`src/rtl/regfile_sequencer.sv`:
```
// Four-state instruction sequencer driving an external register file:
// fetch operands, execute (single-cycle ALU or 16-cycle shift-add multiply), write back.
module regfile_sequencer #(
  parameter int MUL_EN = 1
) (
  input  logic        clk,
  input  logic        rst,
  input  logic [15:0] instr,
  input  logic        instr_valid,
  output logic        instr_ready,
  output logic [2:0]  rf_addr_read1,
  output logic [2:0]  rf_addr_read2,
  input  logic [15:0] rf_data_out1,
  input  logic [15:0] rf_data_out2,
  output logic [2:0]  rf_addr_write,
  output logic [15:0] rf_data_in,
  output logic        rf_we,
  output logic        done,
  output logic        illegal,
  output logic        zero
);

  typedef enum logic [1:0] {
    IDLE  = 2'd0,
    READ  = 2'd1,
    EXEC  = 2'd2,
    WRITE = 2'd3
  } state_t;

  state_t      state_reg, state_next;
  logic [15:0] instr_reg;
  logic [15:0] opa_reg, opb_reg;
  logic [15:0] result_reg;
  logic [15:0] acc_reg;
  logic [3:0]  cnt_reg;
  logic        zero_reg;

  logic [3:0]  op;
  logic        is_mul, is_legal, is_write;
  logic [15:0] alu_result;
  logic [15:0] mul_partial, acc_sum;

  assign op = instr_reg[15:12];

  // Opcode 8 is only a legal instruction when the multiplier is built in
  always_comb begin
    is_mul   = (op == 4'd8) && (MUL_EN != 0);
    is_legal = (op <= 4'd9) && ((op != 4'd8) || (MUL_EN != 0));
    is_write = is_legal && (op != 4'd0);
  end

  always_comb begin
    alu_result = result_reg;
    case (op)
      4'd1:    alu_result = opa_reg + opb_reg;
      4'd2:    alu_result = opa_reg - opb_reg;
      4'd3:    alu_result = opa_reg & opb_reg;
      4'd4:    alu_result = opa_reg | opb_reg;
      4'd5:    alu_result = opa_reg ^ opb_reg;
      4'd6:    alu_result = opa_reg << opb_reg[3:0];
      4'd7:    alu_result = opa_reg >> opb_reg[3:0];
      4'd9:    alu_result = opa_reg + {10'd0, instr_reg[5:0]};
      default: alu_result = result_reg;
    endcase
  end

  // One multiplier bit per EXEC cycle; the accumulator stays separate so
  // rf_data_in keeps showing the previous result while the multiply runs
  always_comb begin
    mul_partial = opb_reg[cnt_reg] ? (opa_reg << cnt_reg) : 16'd0;
    acc_sum     = acc_reg + mul_partial;
  end

  always_comb begin
    state_next = state_reg;
    case (state_reg)
      IDLE:    if (instr_valid) state_next = READ;
      READ:    state_next = EXEC;
      EXEC:    if (!is_mul || (cnt_reg == 4'd15)) state_next = WRITE;
      WRITE:   state_next = IDLE;
      default: state_next = IDLE;
    endcase
  end

  always_ff @(posedge clk) begin
    if (rst) begin
      state_reg  <= IDLE;
      instr_reg  <= 16'd0;
      opa_reg    <= 16'd0;
      opb_reg    <= 16'd0;
      result_reg <= 16'd0;
      acc_reg    <= 16'd0;
      cnt_reg    <= 4'd0;
      zero_reg   <= 1'b0;
    end else begin
      state_reg <= state_next;
      case (state_reg)
        IDLE: if (instr_valid) instr_reg <= instr;
        READ: begin
          opa_reg <= rf_data_out1;
          opb_reg <= rf_data_out2;
          acc_reg <= 16'd0;
          cnt_reg <= 4'd0;
        end
        EXEC: begin
          if (is_mul) begin
            acc_reg <= acc_sum;
            cnt_reg <= cnt_reg + 4'd1;
            if (cnt_reg == 4'd15) begin
              result_reg <= acc_sum;
              zero_reg   <= (acc_sum == 16'd0);
            end
          end else if (is_write) begin
            // zero is settled by the time WRITE is visible
            result_reg <= alu_result;
            zero_reg   <= (alu_result == 16'd0);
          end
        end
        default: ;
      endcase
    end
  end

  assign instr_ready   = (state_reg == IDLE) && !rst;
  assign done          = (state_reg == WRITE) && !rst;
  assign rf_we         = (state_reg == WRITE) && is_write && !rst;
  assign illegal       = (state_reg == WRITE) && !is_legal && !rst;
  assign rf_addr_read1 = instr_reg[8:6];
  assign rf_addr_read2 = instr_reg[5:3];
  assign rf_addr_write = instr_reg[11:9];
  assign rf_data_in    = result_reg;
  assign zero          = zero_reg;

endmodule

```
`config.mk`:
```
export PLATFORM = sky130hd
export DESIGN_NAME = regfile_sequencer
export DESIGN_NICKNAME = d
export VERILOG_FILES = /design/src/rtl/regfile_sequencer.sv
export SDC_FILE = /design/constraint.sdc
export NUM_CORES = 1
export LEC_CHECK = 0
export ABC_CLOCK_PERIOD_IN_PS = 4040
export BUFFER_PORTS_ARGS = -buffer_cell sky130_fd_sc_hd__buf_2
export CAP_MARGIN = 20
export CORE_UTILIZATION = 30
export DETAILED_ROUTE_END_ITERATION = 12
export SETUP_SLACK_MARGIN = 0.05
export SLEW_MARGIN = 15
export SYNTH_ARGS = -nofsm -noshare
export SYNTH_HDL_FRONTEND = slang
export SYNTH_SLANG_ARGS = --single-unit
```
`constraint.sdc`:
```
create_clock -name clk -period 4.04 [get_ports clk]
set_input_delay 0.808 -clock clk [delete_from_list [all_inputs] [get_ports clk]]
set_output_delay 0.808 -clock clk [all_outputs]
set_load 0.005 [all_outputs]
```
==> flow_results.xml <==
<?xml version="1.0" encoding="UTF-8"?>
<metrics>
  <group name="outcome">
    <metric name="outcome" unit="">finished, final reports clean</metric>
  </group>
  <group name="die">
    <metric name="floorplan.die.height" unit="µm">175</metric>
    <metric name="design.portCount" unit="">81</metric>
    <metric name="die_x" unit="µm">175</metric>
    <metric name="core_region_area" unit="µm²">29600</metric>
    <metric name="die-area" unit="µm²">30700</metric>
    <metric name="initial_cell_density_of_the_core" unit="%">30.4</metric>
    <metric name="row_count" unit="">63</metric>
  </group>
  <group name="clock_network">
    <metric name="cts.reportedPaths.clkPinSlew" unit="ps">70</metric>
    <metric name="cts_inserted_buffers" unit="">9</metric>
    <metric name="cts.hold.buffers_added" unit="">0</metric>
    <metric name="cts_tree" unit="">yes</metric>
    <metric name="clk_latency_worst_skew_pair" unit="ps">360</metric>
    <metric name="numClockSinks" unit="">87</metric>
    <metric name="root_buffer_cell" unit="">clkbuf_16</metric>
    <metric name="cts-htree-levels" unit="">3</metric>
    <metric name="clk_path_buf_depth" unit="">2</metric>
  </group>
  <group name="sta">
    <metric name="worst_pin_slew" unit="ps">877</metric>
    <metric name="timing.final.crit_share" unit="%">95.4</metric>
    <metric name="setup-violations-final" unit="">0</metric>
    <metric name="worst_setup_slack_after_layout" unit="ps">186</metric>
    <metric name="fin_clk_skew" unit="ps">6.69</metric>
    <metric name="timing.slew.headroom" unit="%">41.1</metric>
    <metric name="fin_worst_hold_slack" unit="ps">453</metric>
    <metric name="period_needed" unit="ps">3850</metric>
    <metric name="fmax" unit="MHz">259</metric>
    <metric name="final.setup.tns" unit="ps">0</metric>
    <metric name="hold_vio_cnt_final" unit="">0</metric>
    <metric name="maxSlewViolCount" unit="">0</metric>
  </group>
  <group name="power">
    <metric name="finalPower" unit="µW">5970</metric>
    <metric name="leakage" unit="µW">0.00425</metric>
    <metric name="max_rail_drop_vdd" unit="µV">431</metric>
    <metric name="power.density" unit="nW/µm²">551</metric>
  </group>
  <group name="yosys">
    <metric name="share_of_synthesized_area_occupied_by_flip_flops_and_latches" unit="%">19.4</metric>
    <metric name="mappedNetlistArea" unit="µm²">8990</metric>
    <metric name="cells_after_synthesis" unit="">1181</metric>
    <metric name="number_of_synthesized_flops_with_an_enable_pin" unit="">0</metric>
    <metric name="dominant_cell_type_by_area_after_synthesis" unit="">dfxtp_1</metric>
    <metric name="yosys-top-cells-area" unit="">dfxtp_1 19%, ha_1 9.9%, mux2i_1 7.8%, mux4_2 7.5%, nor2_1 7.1%</metric>
    <metric name="yosys_most_used_dff" unit="">dfxtp_1</metric>
    <metric name="synth.avg_cell_area" unit="µm²">7.61</metric>
    <metric name="synthesis.yosys.warnings" unit="">0</metric>
    <metric name="postSynthNetCount" unit="">1305</metric>
    <metric name="ys_ff_latch" unit="">87</metric>
    <metric name="synth_largest_type_area_fraction" unit="%">19.4</metric>
    <metric name="synth-async-reset-ratio" unit="%">0</metric>
    <metric name="ys_types" unit="">81</metric>
  </group>
  <group name="route">
    <metric name="route.vias.total" unit="">9600</metric>
    <metric name="drt_pre_antenna_iters" unit="">5</metric>
    <metric name="postRouteAntennaNets" unit="">0</metric>
    <metric name="post_drt_via_cell_ratio" unit="">5.76</metric>
    <metric name="post-route-drc-count" unit="">0</metric>
    <metric name="drt_iter0_drc" unit="">943</metric>
    <metric name="drt-wirelength-per-cell" unit="µm">22.0</metric>
    <metric name="drt_wl_total" unit="µm">36700</metric>
  </group>
  <group name="global_route">
    <metric name="antenna_found_initial" unit="">1</metric>
    <metric name="globalRouteTotalUtil" unit="%">23.9</metric>
    <metric name="grt_start_max_net_pins" unit="">54</metric>
    <metric name="first_global_vias" unit="">9096</metric>
    <metric name="gr-total-overflow" unit="">0</metric>
    <metric name="grt_pass1_wl" unit="µm">55500</metric>
  </group>
  <group name="setup_path">
    <metric name="worst_ep_required_time" unit="ps">4330</metric>
    <metric name="worst-endpoint-arrival" unit="ps">4150</metric>
    <metric name="kind_of_critical_path" unit="">reg2reg</metric>
    <metric name="cp-start-kind" unit="">flip-flop</metric>
    <metric name="crit_path_max_fanout" unit="">7</metric>
    <metric name="worstSetupEndpointType" unit="">flip-flop</metric>
  </group>
  <group name="place">
    <metric name="dp_hpwl" unit="µm">28200</metric>
    <metric name="dp_slack" unit="ps">-100</metric>
    <metric name="port-buffer-count" unit="">80</metric>
    <metric name="final_gp_congestion" unit="">1.02</metric>
  </group>
  <group name="worst_hold_path">
    <metric name="hold_class" unit="">reg2reg</metric>
  </group>
  <group name="cells_and_area">
    <metric name="nFillCells" unit="">3100</metric>
    <metric name="design.final.nets" unit="">1397</metric>
    <metric name="area_growth" unit="%">20.5</metric>
    <metric name="sequential_cell_area" unit="µm²">1750</metric>
    <metric name="post_route_cells_drive_above_1_share" unit="%">24.1</metric>
    <metric name="insertedDiodeCount" unit="">0</metric>
    <metric name="multi_input_area" unit="µm²">6860</metric>
  </group>
  <group name="job">
    <metric name="drv_cap" unit="">0</metric>
  </group>
</metrics>
[placed cells by master, fill, tap and decap left out, types with 6 or more instances in the layout]
master,count
inv_1,42
a31oi_1,13
nor4_1,6
a22oi_1,18
clkbuf_16,9
mux2_2,6
xnor2_1,7
a21o_1,7
o22a_1,6
mux2i_1,68
o21a_1,9
nor2_1,170
buf_4,101
nand3_1,26
o211ai_1,16
or4_1,6
o22ai_1,12
buf_2,80
dfxtp_1,77
nor2b_1,12
or2_2,6
xor2_1,10
o21ai_0,47
nand2_1,111
nand3b_1,6
mux4_2,30
dfxtp_2,10
ha_1,63
nor3_1,24
a211oi_1,19
ha_2,6
a21oi_1,92
o21bai_1,6
and2_1,8
[final timing paths]
check,from,to,slack (ps),cells past startpoint
min reg2reg,instr_reg[7]$_SDFFE_PP0P_,instr_reg[7]$_SDFFE_PP0P_,450,2
max reg2reg,opb_reg[5]$_SDFFE_PP0P_,zero$_SDFFE_PP0P_,190,14
max,opb_reg[5]$_SDFFE_PP0P_,zero$_SDFFE_PP0P_,190,14
min,instr_reg[7]$_SDFFE_PP0P_,instr_reg[7]$_SDFFE_PP0P_,450,2
[timing repair]
action	4_1_cts	5_1_grt
setup endpoints to repair	3	8
setup buffers	1	6
gates resized for setup	11	58
pin swaps	1	14
[metal layers]
layer | global-route usage (%) | share of wire, % | up-vias
met2 | 37.4 | 45 | 423
met1 | 31.6 | 44 | 4611
met3 | 5.42 | 8.3 | 66
met5 | 0 | 0 | -
met4 | 9.20 | 3.6 | 0
li1 | - | - | 4500
[cell families after synthesis]
group	synth area share [%]
adder cells (fa/ha/maj)	10.4
multiplexers	16.1
buffers and inverters	7.14
AND/OR/NAND/NOR	21.7
AO/OA/AOI/OAI	23.6
flip-flops	19.4
XOR/XNOR	1.66
[metrics by stage]
step | utilization (%) | instances | instance area [µm²]
finish | 36.7 | 1668 | 10800
global route | 36.7 | 1668 | 10800
CTS | 35.8 | 1662 | 10600
detailed placement | 34.5 | 1645 | 10200
global placement | 34.5 | 1645 | 10200
floorplan | - | 1181 | 8990
[synth_stat cells, types with 4 or more instances]
master,instances
a2bb2oi_1,5
mux4_2,30
nand4_1,5
dfxtp_1,87
xnor2_1,7
ha_1,71
or3_1,4
nor3_1,27
buf_1,11
a21o_1,7
mux2_2,6
buf_4,12
o21bai_1,6
a22oi_1,18
and3_1,5
a31oi_1,14
nand3b_1,6
o21a_1,9
and2_1,8
o22a_1,6
o211ai_1,16
a21oi_1,93
nor2b_1,12
or2_2,6
inv_1,42
a221oi_1,4
nor2_1,170
nor4_1,8
buf_2,18
a211oi_1,23
o21ai_0,57
o31ai_1,6
nor3b_1,4
nand2_1,111
clkbuf_1,64
o22ai_1,12
or4_1,6
xor2_1,10
nand3_1,27
nand2b_1,6
o2111ai_1,5
mux2i_1,70
[where the power goes]
group          total, µW  internal, µW  switching, µW
logic               3780          1490           2300
clock network        971           579            392
registers           1220          1010            204
total               5970          3080           2890
[worst max-delay path: stages, from the launching register on]
cell and delay [ps]:
dfxtp_2 400, or4_1 570, o41ai_1 410, nand3_1 130
o21ai_0 160, ha_2 400, nand3_1 140, nor2_1 90
a2111oi_1 500, o21a_1 200, o31a_1 190, o2111ai_1 150
nor3_2 120, nand4_1 190, o211ai_2 120
[layout make-up]
class | count | area share, %
multi-input cells | 943 | 63.3
inverters | 45 | 1.56
repair buffers | 187 | 11.4
clock buffers | 12 | 2.37
clock inverters | 4 | 0.704
flip-flops and latches | 87 | 16.2
well taps | 390 | 4.50
(Power assumes the default switching activity.)
